`config.mk`:
```
export PLATFORM = sky130hd
export DESIGN_NAME = gamepad_pmod_multi_flat
export DESIGN_NICKNAME = d
export VERILOG_FILES = /design/src/rtl/gamepad_pmod_multi_if.sv /design/src/rtl/gamepad_pmod_multi.sv /design/src/flat_wrapper.sv
export SDC_FILE = /design/constraint.sdc
export NUM_CORES = 1
export LEC_CHECK = 0
export CORE_UTILIZATION = 25
export CTS_CLUSTER_DIAMETER = 150
export DETAILED_ROUTE_END_ITERATION = 16
export SLEW_MARGIN = 20
export SYNTH_ARGS = -nofsm -noshare
export SYNTH_HDL_FRONTEND = slang
export SYNTH_SLANG_ARGS = --single-unit
```
`constraint.sdc`:
```
create_clock -name clk -period 1.73 [get_ports clk]
set_input_delay 0.346 -clock clk [delete_from_list [all_inputs] [get_ports clk]]
set_output_delay 0.346 -clock clk [all_outputs]
set_load 0.02 [all_outputs]
```
`src/rtl/gamepad_pmod_multi_if.sv`:
```
// Pin and decoded-output bundle for the multi-pad Gamepad Pmod receiver.
// master drives the Pmod pins and observes the results; slave is the receiver.
interface gamepad_pmod_multi_if #(
    parameter int NUM_PADS = 2,
    parameter int PAD_BITS = 12
);
    logic                         pmod_data;
    logic                         pmod_clk;
    logic                         pmod_latch;
    logic [NUM_PADS*PAD_BITS-1:0] buttons;
    logic [NUM_PADS*PAD_BITS-1:0] pressed;
    logic [NUM_PADS*PAD_BITS-1:0] released;
    logic [NUM_PADS-1:0]          present;
    logic                         frame_valid;
    logic                         frame_err;
    logic                         link_ok;

    modport master (
        output pmod_data, pmod_clk, pmod_latch,
        input  buttons, pressed, released, present, frame_valid, frame_err, link_ok
    );

    modport slave (
        input  pmod_data, pmod_clk, pmod_latch,
        output buttons, pressed, released, present, frame_valid, frame_err, link_ok
    );
endinterface

```
`src/rtl/gamepad_pmod_multi.sv`:
```
// N-pad Gamepad Pmod receiver: sync pins, shift + length-check frames, decode, edge events, watchdog.
// Latency: latch pin high sampled at edge k -> outputs at edge k+3; no backpressure, outputs are levels/pulses.
module gamepad_pmod_multi #(
    parameter int NUM_PADS       = 2,
    parameter int PAD_BITS       = 12,
    parameter int TIMEOUT_CYCLES = 2500000,
    parameter int TO_W           = 22
) (
    input  logic                  clk,
    input  logic                  rst_n,
    gamepad_pmod_multi_if.slave   pad_if
);
    localparam int W  = NUM_PADS * PAD_BITS;
    localparam int CW = $clog2(W + 2);
    localparam logic [CW-1:0]   CNT_FULL = CW'(W);
    localparam logic [CW-1:0]   CNT_MAX  = CW'(W + 1);
    localparam logic [TO_W-1:0] TO_MAX   = TO_W'(TIMEOUT_CYCLES - 1);

    // Pin vectors are packed {latch, clk, data}
    logic [2:0]      sync0_q, sync1_q, prev_q;
    logic [W-1:0]    shift_q, shift_d;
    logic [CW-1:0]   cnt_q, cnt_d;
    logic [W-1:0]    raw_q, raw_d;
    logic [TO_W-1:0] wd_q, wd_d;
    logic            commit_q, commit_d;
    logic            err_q, err_d;
    logic            link_q, link_d;
    logic            timeout;

    logic [W-1:0]        buttons_q, buttons_d, pressed_q, released_q;
    logic [NUM_PADS-1:0] present_q, present_d;
    logic                frame_valid_q, frame_err_q;

    logic clk_rise, latch_rise, data_s;
    assign clk_rise   = sync1_q[1] & ~prev_q[1];
    assign latch_rise = sync1_q[2] & ~prev_q[2];
    assign data_s     = sync1_q[0];

    // The length check and commit see the pre-shift state when clk and latch edges coincide
    always_comb begin
        shift_d  = shift_q;
        cnt_d    = cnt_q;
        raw_d    = raw_q;
        wd_d     = wd_q;
        commit_d = 1'b0;
        err_d    = 1'b0;
        timeout  = 1'b0;
        if (clk_rise) begin
            shift_d = {shift_q[W-2:0], data_s};
            if (cnt_q != CNT_MAX) cnt_d = cnt_q + 1'b1;
        end
        if (latch_rise) begin
            if (cnt_q == CNT_FULL) commit_d = 1'b1;
            else                   err_d    = 1'b1;
            cnt_d = clk_rise ? CW'(1) : '0;
        end
        if (commit_d) begin
            raw_d = shift_q;
            wd_d  = '0;
        end else if (wd_q == TO_MAX) begin
            raw_d   = '1;
            timeout = 1'b1;
        end else begin
            wd_d = wd_q + 1'b1;
        end
    end

    always_comb begin
        link_d = link_q;
        if (commit_q)     link_d = 1'b1;
        else if (timeout) link_d = 1'b0;
    end

    // An all-ones slice means nobody is pulling the line: pad absent
    always_comb begin
        present_d = '0;
        buttons_d = '0;
        for (int p = 0; p < NUM_PADS; p++) begin
            present_d[p] = (raw_q[p*PAD_BITS +: PAD_BITS] != {PAD_BITS{1'b1}});
            if (present_d[p]) buttons_d[p*PAD_BITS +: PAD_BITS] = raw_q[p*PAD_BITS +: PAD_BITS];
        end
    end

    always_ff @(posedge clk) begin
        if (!rst_n) begin
            sync0_q       <= '0;
            sync1_q       <= '0;
            prev_q        <= '0;
            shift_q       <= '1;
            cnt_q         <= '0;
            raw_q         <= '1;
            wd_q          <= '0;
            commit_q      <= 1'b0;
            err_q         <= 1'b0;
            link_q        <= 1'b0;
            buttons_q     <= '0;
            pressed_q     <= '0;
            released_q    <= '0;
            present_q     <= '0;
            frame_valid_q <= 1'b0;
            frame_err_q   <= 1'b0;
        end else begin
            sync0_q       <= {pad_if.pmod_latch, pad_if.pmod_clk, pad_if.pmod_data};
            sync1_q       <= sync0_q;
            prev_q        <= sync1_q;
            shift_q       <= shift_d;
            cnt_q         <= cnt_d;
            raw_q         <= raw_d;
            wd_q          <= wd_d;
            commit_q      <= commit_d;
            err_q         <= err_d;
            link_q        <= link_d;
            buttons_q     <= buttons_d;
            pressed_q     <= buttons_d & ~buttons_q;
            released_q    <= ~buttons_d & buttons_q;
            present_q     <= present_d;
            frame_valid_q <= commit_q;
            frame_err_q   <= err_q;
        end
    end

    assign pad_if.buttons     = buttons_q;
    assign pad_if.pressed     = pressed_q;
    assign pad_if.released    = released_q;
    assign pad_if.present     = present_q;
    assign pad_if.frame_valid = frame_valid_q;
    assign pad_if.frame_err   = frame_err_q;
    assign pad_if.link_ok     = link_q;
endmodule

```
`src/flat_wrapper.sv`:
```
// flat-port wrapper written by rule: the top's interface ports become plain ports
module gamepad_pmod_multi_flat 
#(
    parameter int NUM_PADS       = 2,
    parameter int PAD_BITS       = 12,
    parameter int TIMEOUT_CYCLES = 2500000,
    parameter int TO_W           = 22
)
  (clk, rst_n, pad_if_pmod_data, pad_if_pmod_clk, pad_if_pmod_latch, pad_if_buttons, pad_if_pressed, pad_if_released, pad_if_present, pad_if_frame_valid, pad_if_frame_err, pad_if_link_ok);
  gamepad_pmod_multi_if #(.NUM_PADS(NUM_PADS), .PAD_BITS(PAD_BITS)) pad_if_i ();
  input  logic clk;
  input  logic rst_n;
  input wire logic [$bits(pad_if_i.pmod_data)-1:0] pad_if_pmod_data;
  input wire logic [$bits(pad_if_i.pmod_clk)-1:0] pad_if_pmod_clk;
  input wire logic [$bits(pad_if_i.pmod_latch)-1:0] pad_if_pmod_latch;
  output wire logic [$bits(pad_if_i.buttons)-1:0] pad_if_buttons;
  output wire logic [$bits(pad_if_i.pressed)-1:0] pad_if_pressed;
  output wire logic [$bits(pad_if_i.released)-1:0] pad_if_released;
  output wire logic [$bits(pad_if_i.present)-1:0] pad_if_present;
  output wire logic [$bits(pad_if_i.frame_valid)-1:0] pad_if_frame_valid;
  output wire logic [$bits(pad_if_i.frame_err)-1:0] pad_if_frame_err;
  output wire logic [$bits(pad_if_i.link_ok)-1:0] pad_if_link_ok;
  assign pad_if_i.pmod_data = pad_if_pmod_data;
  assign pad_if_i.pmod_clk = pad_if_pmod_clk;
  assign pad_if_i.pmod_latch = pad_if_pmod_latch;
  assign pad_if_buttons = pad_if_i.buttons;
  assign pad_if_pressed = pad_if_i.pressed;
  assign pad_if_released = pad_if_i.released;
  assign pad_if_present = pad_if_i.present;
  assign pad_if_frame_valid = pad_if_i.frame_valid;
  assign pad_if_frame_err = pad_if_i.frame_err;
  assign pad_if_link_ok = pad_if_i.link_ok;
  gamepad_pmod_multi #(.NUM_PADS(NUM_PADS), .PAD_BITS(PAD_BITS), .TIMEOUT_CYCLES(TIMEOUT_CYCLES), .TO_W(TO_W)) u_core (.clk(clk), .rst_n(rst_n), .pad_if(pad_if_i));
endmodule
```
==> results of run 1 <==
==> path summary, 6_finish.rpt <==
check                           startpoint                       end  slack (ns)
hold / removal                       rst_n         u_core.shift_q[0]        0.35
hold reg to reg   u_core.pad_if.buttons[7]  u_core.pad_if.pressed[7]        0.43
setup / recovery            u_core.wd_q[0]           u_core.wd_q[21]       -0.03
setup reg to reg            u_core.wd_q[0]           u_core.wd_q[21]       -0.03
==> kinds of logic after synthesis <==
| family | Yosys count | share of synthesized area (%) |
|---|---|---|
| xor gates and xnor gates | 9 | 1.45 |
| DFF | 162 | 59.7 |
| AOI/OAI and AO/OA | 88 | 10.6 |
| muxes | 2 | 0.369 |
| adders and majority gates | 4 | 0.922 |
| buffers and inverters | 35 | 2.51 |
| and+or+nand+nor | 252 | 24.4 |
==> power groups by stage <==
stage / registers (W) / clock network, W / logic, W
6_report: 0.00380 / 0.00355 / 0.000214
5_1_grt: 0.00381 / 0.00382 / 0.000241
4_1_cts: 0.00380 / 0.00366 / 0.000200
3_5_place_dp: 0.00389 / 0 / 0.000200
3_3_place_gp: 0.00389 / 0 / 0.000195
2_1_floorplan: 0.00388 / 0 / 0.000123
==> cell type report <==
type | instances | area [µm²] | area share [%]
Multi-Input combinational cell | 355 | 2170 | 28.5
Inverter | 5 | 18.8 | 0.247
Clock buffer | 20 | 437 | 5.75
Timing Repair Buffer | 135 | 1250 | 16.5
Sequential cell | 162 | 3270 | 43.0
Tap cell | 275 | 344 | 4.53
Clock inverter | 10 | 111 | 1.47
==> synth_stat cells (6+ instances only) <==
cell / n
sky130_fd_sc_hd__nand4_1: 9
sky130_fd_sc_hd__or4_1: 6
sky130_fd_sc_hd__and3_1: 27
sky130_fd_sc_hd__dfxtp_1: 162
sky130_fd_sc_hd__o22a_1: 24
sky130_fd_sc_hd__and2_1: 14
sky130_fd_sc_hd__a21oi_1: 37
sky130_fd_sc_hd__nor2_1: 16
sky130_fd_sc_hd__o21ai_0: 13
sky130_fd_sc_hd__clkbuf_1: 24
sky130_fd_sc_hd__nor2b_1: 24
sky130_fd_sc_hd__nand3_1: 38
sky130_fd_sc_hd__nand2_1: 85
sky130_fd_sc_hd__xor2_1: 7
sky130_fd_sc_hd__nor3_1: 7
==> tightest hold or removal path: stages <==
cell and delay, ns:
sky130_fd_sc_hd__buf_2 0.16, sky130_fd_sc_hd__buf_4 0.17, sky130_fd_sc_hd__nand3_1 0.06
==> timing repair <==
action                                  4_1_cts  5_1_grt
cloned                                        0        0
endpoints found under the setup margin       34       66
gates resized for setup                      29       45
pin swaps                                     1       16
setup buffers                                 0        6
==> flip-flops by register name, summed over array words and instances (netlist names) <==
register	flops
u_core.cnt_q	5
u_core.commit_q	1
u_core.err_q	1
u_core.pad_if.buttons	24
u_core.pad_if.frame_err	1
u_core.pad_if.frame_valid	1
u_core.pad_if.link_ok	1
u_core.pad_if.present	2
u_core.pad_if.pressed	24
u_core.pad_if.released	24
u_core.prev_q	2
u_core.raw_q	24
u_core.shift_q	24
u_core.sync0_q	3
u_core.sync1_q	3
u_core.wd_q	22
==> metrics by stage <==
stage / total power [W] / hold WS (ns) / setup slack (ns) / utilization, % / instances
final: 0.00757 / 0.345 / -0.0294 / 35.9 / 962
after floorplan: 0.00401 / 0.412 / -0.0644 / - / 552
after global routing: 0.00787 / 0.347 / -0.0598 / 35.9 / 962
after global placement: 0.00408 / 0.420 / -0.102 / 32.5 / 926
after detailed placement: 0.00409 / 0.424 / -0.126 / 32.5 / 926
after CTS: 0.00767 / 0.324 / 0.00323 / 35.0 / 956
==> layer usage <==
layer,part of all wire (%),up-vias,routed length (µm)
li1,-,2172,-
met1,48,1982,5660
met2,46,92,5480
met3,4.4,19,522
met4,1.7,0,205
met5,0,-,0
==> reports/results.ini, run 1 <==
[critical_path]
critPathArrivalTime_ns=2.12
worstPathMaxFanout=6
timing.reg2reg.worst_path_depth=5
startpoint_type=register
setup.worst_path.end_class=register
crit_top_cell=sky130_fd_sc_hd__or4_4
critical_path_depth=5
path_class=reg2reg
cp_num_buf_inv=1
path_delay_family=simple AND/OR/NAND/NOR gates
timing.critical_path.slowest_cell_delay_ns=0.53
critical_path.slowest_cell=sky130_fd_sc_hd__or4_4
crit_required_ns=2.09
critical_path_cell_by_cell=buf_6, nand2_4, or4_4, or4_4, a21oi_2

[floorplan]
die_x_um=149
number_of_placed_i_o_pins=82
initial_core_util_pct=25.7
core_region_area_um2=21200
floorplan.die_area_um2=22300
die-height_um=149
placement_rows=53

[global_routing]
grt.met3_usage_pct=3.18
grt_resource_usage_total_pct=10.9
grt.met2_usage_pct=16.9
most_congested_layer_reported_by_global_routing=met2
first_global_vias=3941
antenna_found_initial=0
groute.layer.met1.usage_pct=13.8
first_pass_grt_wire_length_mm=19.1
grt_start_max_net_pins=45
overflow_left_after_global_routing=0

[timing]
report.final.hold_viol_count=0
setup_repair_after_global_routing_missed_its_margin=yes
timing.setup.tns_ns=-0.0294
setup_slack_ns=-0.0294
drv_slew=0
final_min_period_over_clock_period_pct=102
fmax_mhz=568
worst_pin_slew_ns=0.434
clock_skew_ns=0.0105
finalWorstPathRequiredPeriod_ns=1.76
finalSetupViolCount=1
maxSlewHeadroom_pct=71.1

[power]
combinationalPowerShare_pct=2.8
power_leakage_nw=3.37
switching_share_pct=21.2
vdd_ir_drop_max_mv=0.449
power_frac_clock_pct=46.9
seq_power_share_pct=50.3
switching_power_w=0.00160
power_internal_w=0.00597
pwr_density_cell_nw_per_um2=996

[synth]
synth_area_um2=5430
synth_enable_flop_cells=0
synth.top_cells.by_area=sky130_fd_sc_hd__dfxtp_1, sky130_fd_sc_hd__nand2_1, sky130_fd_sc_hd__o22a_1
post_synth_inst_count=552
sequential_share_of_the_synthesized_area_pct=59.7
syn-num-nets=561
asyncSetResetFlopFracSynth_pct=0
yosysWarningCount=0
synthDominantAreaCellType=sky130_fd_sc_hd__dfxtp_1
ys_seq_elements=162
ys_dominant_reg_cell=sky130_fd_sc_hd__dfxtp_1
synth_cell_types=43
yosys.area.top_type_share_pct=59.7
avgSynthCellArea_um2=9.84

[place]
portBuffers=81
placed_area_um2=6880
routabilityCongestion=0.785
dp.final_hpwl_mm=8.06

[status]
outcome=finished, violations left
failed_checks=setup timing

[hold_path]
min-delay-path-class=in2reg
worstHoldPathCells=3

[route]
antenna_violating_nets_post_route=0
wl_per_cell_um=12.3
via_count=4265
detailedRoute.firstPassIterationCount=4
vias_per_cell=4.43
remaining_drc_errors=0
routed_wl_mm=11.9
drtIter0Drc=213

[cts]
cts.hold.buffers_added=0
insertion_delay_ns=0.42
cts-htree-levels=4
clock_sinks=162
clock_tree.root_cell=sky130_fd_sc_hd__clkbuf_16
cts_inserted_buffers=17
cts_buffer_depth=2
cts.clk_slew.worst_paths_ns=0.06
tritoncts=done

[finish]
fillers=2145
final_nets=685
most-common-layout-cells=sky130_fd_sc_hd__dfxtp_1, sky130_fd_sc_hd__nand2_1, sky130_fd_sc_hd__buf_4
layout-drive-gt1-share_pct=18.0
area_growth_pct=39.9
fin_area_um2=7600
n_antenna_cell=0
layout.cells.most_common=sky130_fd_sc_hd__dfxtp_1

[run]
drv.max_cap_violation_count=0

(Power assumes the default switching activity.)
==> run 2, diff against run 1 <==
Settings changed: CORE_UTILIZATION 25 to 49, CTS_CLUSTER_DIAMETER 150 to unset, PLACE_DENSITY set to 0.73.
Clock period 1.73 ns to 2.2 ns, I/O delays scaled along.
==> reports/results.ini, run 2 (synthesized netlist as in run 1, its figures left out) <==
[status]
outcome=finished, final reports clean  ; was finished, violations left

[timing]
finalSetupViolCount=0  ; was 1
fmax_mhz=491  ; was 568 MHz
setup_repair_after_global_routing_missed_its_margin=no  ; was yes
drv_slew=0  ; unchanged
setup_slack_ns=0.163  ; was -0.0294 ns
timing.setup.tns_ns=0  ; was -0.0294 ns
worst_pin_slew_ns=0.580  ; was 0.434 ns
final_min_period_over_clock_period_pct=92.6  ; was 102%
finalWorstPathRequiredPeriod_ns=2.04  ; was 1.76 ns
report.final.hold_viol_count=0  ; unchanged
maxSlewHeadroom_pct=61.3  ; was 71.1%
clock_skew_ns=0.0108  ; was 0.0105 ns

[critical_path]
path_class=reg2reg  ; unchanged
timing.critical_path.slowest_cell_delay_ns=0.69  ; was 0.53 ns
critical_path.slowest_cell=sky130_fd_sc_hd__or4_1  ; was sky130_fd_sc_hd__or4_4
critPathArrivalTime_ns=2.50  ; was 2.12 ns
crit_required_ns=2.66  ; was 2.09 ns
startpoint_type=register  ; unchanged
timing.reg2reg.worst_path_depth=4  ; was 5
path_delay_family=simple AND/OR/NAND/NOR gates  ; unchanged
crit_top_cell=sky130_fd_sc_hd__or4_1  ; was sky130_fd_sc_hd__or4_4
crit_start=u_core.wd_q[2]  ; was u_core.wd_q[0]
setup.worst_path.end_class=register  ; unchanged
critical_path_depth=4  ; was 5
worstPathMaxFanout=10  ; was 6
cp_num_buf_inv=0  ; was 1
critical_path_cell_by_cell=nand3_2, or4_1, or4_1, a21oi_1  ; was buf_6, nand2_4, or4_4, or4_4, a21oi_2
r2r-start=u_core.wd_q[2]  ; was u_core.wd_q[0]

[route]
via_count=4146  ; was 4265
remaining_drc_errors=0  ; unchanged
routed_wl_mm=10.8  ; was 11.9 mm
vias_per_cell=5.27  ; was 4.43
antenna_violating_nets_post_route=0  ; unchanged
wl_per_cell_um=13.8  ; was 12.3 µm
drtIter0Drc=167  ; was 213
detailedRoute.firstPassIterationCount=4  ; unchanged

[global_routing]
overflow_left_after_global_routing=0  ; unchanged
grt_resource_usage_total_pct=19.9  ; was 10.9%
grt_start_max_net_pins=66  ; was 45
first_global_vias=3815  ; was 3941
first_pass_grt_wire_length_mm=17.8  ; was 19.1 mm
antenna_found_initial=0  ; unchanged

[cts]
cts_inserted_buffers=17  ; unchanged
cts_resized=0  ; was 29
tritoncts=done  ; unchanged
cts.hold.buffers_added=0  ; unchanged
clock_tree.root_cell=sky130_fd_sc_hd__clkbuf_8  ; was sky130_fd_sc_hd__clkbuf_16
cts.clk_slew.worst_paths_ns=0.07  ; was 0.06 ns
clock_sinks=162  ; unchanged
insertion_delay_ns=0.53  ; was 0.42 ns
cts_buffer_depth=2  ; unchanged
post-cts-setup-buffer-count=0  ; unchanged
cts-htree-levels=4  ; unchanged

[place]
placement.setup.worst_slack_ns=0.190  ; was -0.126 ns
portBuffers=81  ; unchanged
dp.final_hpwl_mm=7.14  ; was 8.06 mm
routabilityCongestion=0.858  ; was 0.785
placed_area_um2=6390  ; was 6880 µm²

[power]
power_internal_w=0.00479  ; was 0.00597 W
pwr_density_cell_nw_per_um2=864  ; was 996 nW/µm²
combinationalPowerShare_pct=2.2  ; was 2.8%
seq_power_share_pct=49.6  ; was 50.3%
vdd_ir_drop_max_mv=0.524  ; was 0.449 mV
switching_share_pct=20.7  ; was 21.2%
post-layout-total-power_w=0.00603  ; was 0.00757 W
power_frac_clock_pct=48.1  ; was 46.9%
switching_power_w=0.00125  ; was 0.00160 W
power_leakage_nw=2.82  ; was 3.37 nW

[finish]
utilization_pct=64.4  ; was 35.9%
most-common-layout-cells=sky130_fd_sc_hd__dfxtp_1, sky130_fd_sc_hd__nand2_1, sky130_fd_sc_hd__clkdlybuf4s50_1  ; was sky130_fd_sc_hd__dfxtp_1, sky130_fd_sc_hd__nand2_1, sky130_fd_sc_hd__buf_4
fillers=877  ; was 2145
final_nets=642  ; was 685
fin_area_um2=6980  ; was 7600 µm²
layout.cells.most_common=sky130_fd_sc_hd__dfxtp_1  ; unchanged
n_antenna_cell=0  ; unchanged
area_growth_pct=28.6  ; was 39.9%
layout-drive-gt1-share_pct=7.59  ; was 18.0%

[hold_path]
worstHoldPathCells=2  ; was 3
min-delay-path-class=in2reg  ; unchanged
min_from=rst_n  ; unchanged

[floorplan]
placement_rows=38  ; was 53
initial_core_util_pct=50.1  ; was 25.7%
core_region_area_um2=10800  ; was 21200 µm²
number_of_placed_i_o_pins=82  ; unchanged
floorplan.die_area_um2=11500  ; was 22300 µm²
die-height_um=107  ; was 149 µm
die_x_um=107  ; was 149 µm

[run]
drv.max_cap_violation_count=0  ; unchanged

==> run 2: cell types whose count changed in the layout (fill, tap and decap cells not counted), moves of 4 or more <==
cell	change
sky130_fd_sc_hd__a21oi_2	-6
sky130_fd_sc_hd__dlygate4sd2_1	-26
sky130_fd_sc_hd__o21ai_0	+5
sky130_fd_sc_hd__a21oi_1	+6
sky130_fd_sc_hd__clkdlybuf4s50_1	+36
sky130_fd_sc_hd__dlymetal6s2s_1	-10
sky130_fd_sc_hd__or4_4	-4
sky130_fd_sc_hd__dfxtp_1	+12
sky130_fd_sc_hd__or4_1	+4
sky130_fd_sc_hd__dfxtp_2	-9
sky130_fd_sc_hd__buf_4	-38
==> run 2: power by group through the flow <==
| stage | clock network, W | registers (W) | logic, W |
|---|---|---|---|
| 2_1_floorplan | 0 | 0.00305 | 0.0000963 |
| 3_5_place_dp | 0 | 0.00306 | 0.000134 |
| 6_report | 0.00291 | 0.00299 | 0.000134 |
| 4_1_cts | 0.00296 | 0.00299 | 0.000135 |
| 3_3_place_gp | 0 | 0.00306 | 0.000129 |
| 5_1_grt | 0.00309 | 0.00300 | 0.000153 |
==> run 2: worst reg2reg max path: stages, from the launching register on <==
cell,delay (ns)
sky130_fd_sc_hd__dfxtp_1,0.46
sky130_fd_sc_hd__nand3_2,0.16
sky130_fd_sc_hd__or4_1,0.69
sky130_fd_sc_hd__or4_1,0.51
sky130_fd_sc_hd__a21oi_1,0.15
==> run 2: path summary, 6_finish.rpt <==
path,endpoint,slack (ns)
setup reg to reg,u_core.wd_q[21],0.16
hold / removal,u_core.sync1_q[2],0.25
setup / recovery,u_core.wd_q[21],0.16
hold reg to reg,u_core.pad_if.pressed[5],0.43
==> run 2: layout make-up <==
class	instances	area, µm²	share of cell area (%)
clock buffers	21	439	6.29
clock inverters	11	153	2.19
inverters	5	18.8	0.269
multi-input cells	355	2050	29.4
flip-flops and latches	162	3240	46.4
well taps	140	175	2.51
repair buffers	92	901	12.9
==> run 2: layer usage <==
layer / GRT usage (%) / part of all wire (%)
met5: 0 / 0
met4: 9.78 / 1.6
met3: 5.33 / 4.4
met2: 32.5 / 48
met1: 24.3 / 46
==> run 2: stage by stage <==
stage / cells / hold WS, ns
after floorplan: 552 / 0.412
after global placement: 754 / 0.415
after detailed placement: 754 / 0.421
after CTS: 786 / 0.215
after global routing: 786 / 0.245
final: 786 / 0.245
==> run 3, diff against run 2 <==
Settings changed: REMOVE_ABC_BUFFERS set to 1.
==> reports/results.ini, run 3 (synthesized netlist as in run 1, its figures left out) <==
[timing]
report.final.hold_viol_count=0  ; unchanged
fmax_mhz=502  ; was 491 MHz
setup_repair_after_global_routing_missed_its_margin=no  ; unchanged
worst_pin_slew_ns=0.759  ; was 0.580 ns
setup_slack_ns=0.209  ; was 0.163 ns
finalSetupViolCount=0  ; unchanged
final_min_period_over_clock_period_pct=90.5  ; was 92.6%
clock_skew_ns=0.0115  ; was 0.0108 ns
timing.setup.tns_ns=0  ; unchanged
maxSlewHeadroom_pct=48.9  ; was 61.3%
finalWorstPathRequiredPeriod_ns=1.99  ; was 2.04 ns
drv_slew=0  ; unchanged

[critical_path]
crit_required_ns=2.64  ; was 2.66 ns
path_class=reg2reg  ; unchanged
critPathArrivalTime_ns=2.43  ; was 2.50 ns
timing.critical_path.slowest_cell_delay_ns=0.70  ; was 0.69 ns
critical_path.slowest_cell=sky130_fd_sc_hd__or4_1  ; unchanged
crit_top_cell=sky130_fd_sc_hd__or4_1  ; unchanged
setup.worst_path.end_class=register  ; unchanged
startpoint_type=register  ; unchanged
path_delay_family=simple AND/OR/NAND/NOR gates  ; unchanged
worstPathMaxFanout=10  ; unchanged
critical_path_cell_by_cell=nand3_2, or4_1, or4_1, a21oi_1  ; unchanged
cp_num_buf_inv=0  ; unchanged

[cts]
insertion_delay_ns=0.51  ; was 0.53 ns
tritoncts=done  ; unchanged
cts.clk_slew.worst_paths_ns=0.07  ; about the same
cts_buffer_depth=2  ; unchanged
cts-htree-levels=4  ; unchanged
clock_tree.root_cell=sky130_fd_sc_hd__clkbuf_8  ; unchanged
cts_inserted_buffers=17  ; unchanged
cts.hold.buffers_added=0  ; unchanged
clock_sinks=162  ; unchanged

[global_routing]
grt.met3_usage_pct=5.39  ; was 5.33%
grt_resource_usage_total_pct=19.4  ; was 19.9%
most_congested_layer_reported_by_global_routing=met2  ; unchanged
grt_start_max_net_pins=84  ; was 66
first_global_vias=3970  ; was 3815
overflow_left_after_global_routing=0  ; unchanged
grt.met2_usage_pct=32.8  ; was 32.5%
first_pass_grt_wire_length_mm=17.7  ; was 17.8 mm
groute.layer.met1.usage_pct=23.6  ; was 24.3%
antenna_found_initial=0  ; unchanged

[finish]
final_nets=642  ; unchanged
layout.cells.most_common=sky130_fd_sc_hd__dfxtp_1  ; unchanged
layout-drive-gt1-share_pct=8.20  ; was 7.59%
most-common-layout-cells=sky130_fd_sc_hd__dfxtp_1, sky130_fd_sc_hd__nand2_1, sky130_fd_sc_hd__clkdlybuf4s50_1  ; unchanged
n_antenna_cell=0  ; unchanged
fin_area_um2=6990  ; was 6980 µm²
final-instance-count-excl-fill=786  ; unchanged
area_growth_pct=28.8  ; was 28.6%

[hold_path]
min-delay-path-class=in2reg  ; unchanged

[floorplan]
core_region_area_um2=10800  ; unchanged
floorplan.die_area_um2=11500  ; unchanged
die_x_um=107  ; unchanged
number_of_placed_i_o_pins=82  ; unchanged
placement_rows=38  ; unchanged
die-height_um=107  ; unchanged
initial_core_util_pct=50.1  ; unchanged

[status]
failed_checks=DRC
outcome=finished, violations left  ; was finished, final reports clean

[place]
dp.final_hpwl_mm=7.01  ; was 7.14 mm
portBuffers=81  ; unchanged
placement.setup.worst_slack_ns=0.187  ; was 0.190 ns
placed_cells_incl_taps=754  ; unchanged
routabilityCongestion=0.873  ; was 0.858
placed_area_um2=6410  ; was 6390 µm²

[power]
pwr_density_cell_nw_per_um2=852  ; was 864 nW/µm²
vdd_ir_drop_max_mv=0.515  ; was 0.524 mV
power_leakage_nw=2.83  ; was 2.82 nW

[route]
remaining_drc_errors=1  ; was 0
via_count=4161  ; was 4146
wl_per_cell_um=13.2  ; was 13.8 µm
detailedRoute.firstPassIterationCount=10  ; was 4
routed_wl_mm=10.4  ; was 10.8 mm
drtIter0Drc=158  ; was 167
antenna_violating_nets_post_route=0  ; unchanged
vias_per_cell=5.29  ; was 5.27

[run]
drv.max_cap_violation_count=0  ; unchanged

==> run 3: worst paths after layout <==
kind,startpoint,end,slack [ns],cells past startpoint
worst max-delay path,u_core.wd_q[2],u_core.wd_q[21],0.21,4
worst min-delay path,rst_n,u_core.cnt_q[0],0.27,2
worst max register to register,u_core.wd_q[2],u_core.wd_q[21],0.21,4
worst min register to register,u_core.pad_if.buttons[8],u_core.pad_if.pressed[8],0.43,1
==> run 3: through the flow <==
step	power (W)	hold WS, ns	utilization (%)
after floorplan	0.00313	0.412	-
after global placement	0.00319	0.416	59.1
after detailed placement	0.00320	0.417	59.1
after CTS	0.00601	0.263	64.5
after global routing	0.00618	0.258	64.5
final	0.00596	0.275	64.5
==> run 3: cell type report <==
cell class	count	area, µm²
Inverter	5	18.8
Clock buffer	18	418
Sequential cell	162	3240
Timing Repair Buffer	92	913
Fill cell	857	3850
Tap cell	140	175
Clock inverter	14	165
Multi-Input combinational cell	355	2060
==> run 3: report_power, final <==
group	switching (W)	internal, W
Combinational	0.0000829	0.0000528
Sequential	0.0000277	0.00297
Clock	0.00127	0.00156
Total	0.00138	0.00458
==> run 3: worst register-to-register path, stage by stage (launching register included) <==
cell and delay [ns]:
sky130_fd_sc_hd__dfxtp_1 0.43, sky130_fd_sc_hd__nand3_2 0.13, sky130_fd_sc_hd__or4_1 0.70, sky130_fd_sc_hd__or4_1 0.52
sky130_fd_sc_hd__a21oi_1 0.15
==> run 3: repair_timing <==
action,CTS,global route
gates resized for setup,0,1
setup buffers,0,0
hold endpoints to repair,0,0
setup endpoints to repair,0,3
==> run 3: per-layer routing <==
| layer | up-vias | wire length, µm |
|---|---|---|
| met5 | - | 0 |
| met4 | 0 | 159 |
| met3 | 14 | 461 |
| met2 | 108 | 5130 |
| met1 | 1948 | 4650 |
| li1 | 2091 | - |
